<file path="config.mk">
export PLATFORM = sky130hd
export DESIGN_NAME = toggle_handshake_rx
export DESIGN_NICKNAME = d
export VERILOG_FILES = /design/src/rtl/toggle_handshake_rx.sv
export SDC_FILE = /design/constraint.sdc
export NUM_CORES = 1
export LEC_CHECK = 0
export CELL_PAD_IN_SITES_DETAIL_PLACEMENT = 0
export CELL_PAD_IN_SITES_GLOBAL_PLACEMENT = 1
export CORE_ASPECT_RATIO = 1.1
export CORE_MARGIN = 10
export CORE_UTILIZATION = 25
export DETAILED_ROUTE_END_ITERATION = 12
export GPL_ROUTABILITY_DRIVEN = 0
export PLACE_DENSITY = 0.57
export SLEW_MARGIN = 20
export SYNTH_ARGS = -nofsm -noshare
export SYNTH_HDL_FRONTEND = slang
export SYNTH_SLANG_ARGS = --single-unit
</file>
<file path="constraint.sdc">
create_clock -name rd_clk -period 3.1 [get_ports rd_clk]
set_input_delay 0.62 -clock rd_clk [delete_from_list [all_inputs] [get_ports rd_clk]]
set_output_delay 0.62 -clock rd_clk [all_outputs]
set_load 0.005 [all_outputs]
</file>
<file path="src/rtl/toggle_handshake_rx.sv">
// Destination side of a toggle-encoded CDC handshake. It synchronizes the request toggle,
// captures the bundled word, and returns an acknowledge toggle once the word is accepted downstream.
module toggle_handshake_rx #(
  parameter int WIDTH       = 8,
  parameter int SYNC_STAGES = 2
) (
  input  logic             rd_clk,
  input  logic             rd_reset,
  input  logic             req_toggle,
  input  logic [WIDTH-1:0] req_data,
  output logic             ack_toggle,
  output logic [WIDTH-1:0] rd_data,
  output logic             rd_valid,
  input  logic             rd_ready,
  output logic             busy,
  output logic [15:0]      xfer_count,
  output logic             protocol_err
);

  typedef enum logic {IDLE = 1'b0, VALID = 1'b1} state_t;

  state_t                 state_reg, state_next;
  logic [SYNC_STAGES-1:0] sync_reg;
  logic                   hist_reg;
  logic                   req_edge;
  logic                   ack_reg, ack_next;
  logic [WIDTH-1:0]       data_reg, data_next;
  logic                   valid_reg, valid_next;
  logic [15:0]            xfer_count_reg, xfer_count_next;
  logic                   err_reg, err_next;

  // Only the last synchronizer stage is considered settled enough to feed logic.
  assign req_edge = sync_reg[SYNC_STAGES-1] ^ hist_reg;

  always_ff @(posedge rd_clk or posedge rd_reset) begin
    if (rd_reset) begin
      sync_reg <= '0;
      hist_reg <= 1'b0;
    end else begin
      sync_reg <= {sync_reg[SYNC_STAGES-2:0], req_toggle};
      hist_reg <= sync_reg[SYNC_STAGES-1];
    end
  end

  always_ff @(posedge rd_clk or posedge rd_reset) begin
    if (rd_reset) begin
      state_reg      <= IDLE;
      ack_reg        <= 1'b0;
      data_reg       <= '0;
      valid_reg      <= 1'b0;
      xfer_count_reg <= 16'd0;
      err_reg        <= 1'b0;
    end else begin
      state_reg      <= state_next;
      ack_reg        <= ack_next;
      data_reg       <= data_next;
      valid_reg      <= valid_next;
      xfer_count_reg <= xfer_count_next;
      err_reg        <= err_next;
    end
  end

  always_comb begin
    state_next      = state_reg;
    ack_next        = ack_reg;
    data_next       = data_reg;
    valid_next      = valid_reg;
    xfer_count_next = xfer_count_reg;
    err_next        = err_reg;
    case (state_reg)
      IDLE: begin
        if (req_edge) begin
          data_next  = req_data;
          valid_next = 1'b1;
          state_next = VALID;
        end
      end
      VALID: begin
        // A new request while a word is pending is dropped, even if this cycle accepts.
        if (req_edge) err_next = 1'b1;
        if (valid_reg && rd_ready) begin
          ack_next        = ~ack_reg;
          valid_next      = 1'b0;
          xfer_count_next = xfer_count_reg + 16'd1;
          state_next      = IDLE;
        end
      end
      default: state_next = IDLE;
    endcase
  end

  assign ack_toggle   = ack_reg;
  assign rd_data      = data_reg;
  assign rd_valid     = valid_reg;
  assign busy         = (state_reg == VALID);
  assign xfer_count   = xfer_count_reg;
  assign protocol_err = err_reg;

endmodule

</file>
==> impl_metrics.ini <==
[outcome]
status = completed

[clock_tree]
max-clock-path-buffers = 2
ctsHoldBuffers = 0
cts_buffers = 5
clockRootBuffer = clkbuf_8
tritoncts = built
path_clk_slew_ns = 0.06
htreeDepth = 2
cts_resized = 0
post_cts_buffers = 0
insertion_delay_ns = 0.28
clock_sinks = 31

[final_layout]
num_antenna_cells = 0
multiInputGateArea_sq_um = 445
area_growth_pct = 45.8
regArea_sq_um = 776
final_cell_mix = 39 x clkdlybuf4s50_1, 31 x dfrtp_1, 13 x nand2_1, 13 x xnor2_1, 8 x mux2_2
drive_above_1_share = 0.133
fill_cells = 457
final_util = 0.380
final_common_cell = clkdlybuf4s50_1
nets = 155
largest_reg_flops = 16

[global_routing]
antenna_found_initial = 0
grt_pass1_vias = 949
grt.total_usage = 0.0760
grt_max_degree = 29
grt-ovfl-total = 0
grt_pass1_wl_um = 4840

[setup_path]
ff2ff_path_depth = 3
slowest_stage = clkdlybuf4s50_1
r2r_end = rd_data[3]$_DFFE_PP0P_
cp-start-kind = flip-flop
cp_cell_sequence = clkdlybuf4s50_1
cp-end-kind = output pin
crit_arrival_ns = 1.29
reg2reg_from = sync_reg[1]$_DFF_PP0_
path_max_fanout = 7
critPathKind = flip-flop to output pin
worstPathRequired_ns = 2.48
crit_buf_inv = 1
critPathTopFamily = buffers and inverters
rrSetupSlack_ns = 1.32
cpPeakStageDelay_ns = 0.55

[power]
p_sw_frac = 0.278
combPwrFrac = 0.302
p_seq_frac = 0.446
clock_power_share = 0.252
p_int_mw = 0.998
p_leak_nw = 0.745
switchingPower_mw = 0.385
vdd_drop_max_v = 0.000343
power.density_nw_per_um2 = 771

[routing]
routed_wl_um = 2870
detail_route.wl_per_cell_um = 14.4
via_per_inst = 4.49
antenna_left = 0
vias = 894
dr.first_iter.drc_count = 40
drc = 0
dr.pass1.iters = 4

[timing]
fin_setup_tns_ns = 0
setup_viol = 0
slew_violations = 0
hold_viol = 0
rsz0062_at_grt = no
fin_crit_sh = 0.618
worst_slew_pin_slew_ns = 0.778
max_freq_ghz = 0.522
relSlewSlack = 0.480
fin_crit_ns = 1.91
finalClockSkew_ns = 0.00254

[synthesis]
synth-seq-cells = 31
synth_nets = 109
yosysWarnings = 0
synth_area_sq_um = 1230
seq_area_frac_synth = 0.631
async_flop_share = 1.00
postSynthCellCount = 96
syn_avg_cell_area_sq_um = 12.8
synth_edf_count = 0
synthDistinctLibCells = 19
synth_ff_type = dfrtp_1

[floorplan]
dieArea_sq_um = 8130
boundaryPins = 40
die_w_um = 86.9
die_h_um = 93.6
start_util = 0.261
rows = 26
core-area_sq_um = 4720

[hold_path]
hold_path_end = sync_reg[1]$_DFF_PP0_
min_path_type = flip-flop to flip-flop
worstHoldStart = sync_reg[0]$_DFF_PP0_
min_path_cells = 0

[placement]
place_hpwl_um = 2200
portBuffers = 39

[job]
cap_viol_max_count = 0
-- power groups by stage --
stage | clock network (mW) | registers, mW | logic (mW)
after floorplan | 0 | 0.614 | 0.158
after global placement | 0 | 0.619 | 0.434
after detailed placement | 0 | 0.621 | 0.429
after CTS | 0.361 | 0.620 | 0.430
after global routing | 0.380 | 0.636 | 0.460
final | 0.349 | 0.617 | 0.417
-- synthesized netlist by cell type, drive strengths merged, types with 2 or more instances --
| library cell | n | share of area |
|---|---|---|
| nand2 | 13 | 0.040 |
| mux2 | 8 | 0.073 |
| nor3 | 2 | 0.012 |
| dfrtp | 31 | 0.63 |
| nand4 | 6 | 0.031 |
| nor2 | 7 | 0.021 |
| xor2 | 4 | 0.028 |
| and3 | 3 | 0.015 |
| nand3 | 2 | 0.012 |
| xnor2 | 13 | 0.093 |
-- metrics by stage --
stage               cells  worst slack [ns]  total power, mW  hold slack (ns)  cell area (sq um)
global route          199              1.11             1.48            0.370               1790
CTS                   199              1.17             1.41            0.354               1790
detailed placement    191              1.02             1.05            0.342               1690
finish                199              1.19             1.38            0.351               1790
floorplan              96              1.74            0.772            0.331               1230
global placement      191              1.03             1.05            0.336               1690
-- worst max path at each step --
stage          cells past startpoint  slack, ns            from                         end
6_report                           1       1.19  busy$_DFF_PP0_                        busy
5_1_grt                            1       1.11  busy$_DFF_PP0_                        busy
4_1_cts                            1       1.17  busy$_DFF_PP0_                        busy
3_5_place_dp                       5       1.02        rd_ready  xfer_count[12]$_DFFE_PP0P_
3_3_place_gp                       5       1.03        rd_ready  xfer_count[12]$_DFFE_PP0P_
2_1_floorplan                      4       1.74        rd_ready  xfer_count[10]$_DFFE_PP0P_
-- logic make-up (layout without fill, tap and decap cells) --
group	after synthesis	in the layout	synth area share
xor+xnor	17	17	0.121
simple gates	36	36	0.152
flops	31	31	0.631
buf+inv	2	49	0.00711
compound gates	1	1	0.00611
mux	8	8	0.0732
fa+ha+maj	1	1	0.0102
-- routing by layer --
layer,up-vias,track usage,share of wire
met5,-,0,0
met4,0,0.0203,0.012
met3,4,0.0634,0.16
met2,39,0.112,0.43
met1,440,0.0802,0.39
li1,411,-,-
-- final cells by class --
cell class                      count  share of cell area
Sequential cell                    31               0.433
Multi-Input combinational cell     63               0.248
Timing Repair Buffer               40               0.222
Clock buffer                        8              0.0558
Tap cell                           56              0.0391
Inverter                            1             0.00209
(Power assumes the default switching activity.)
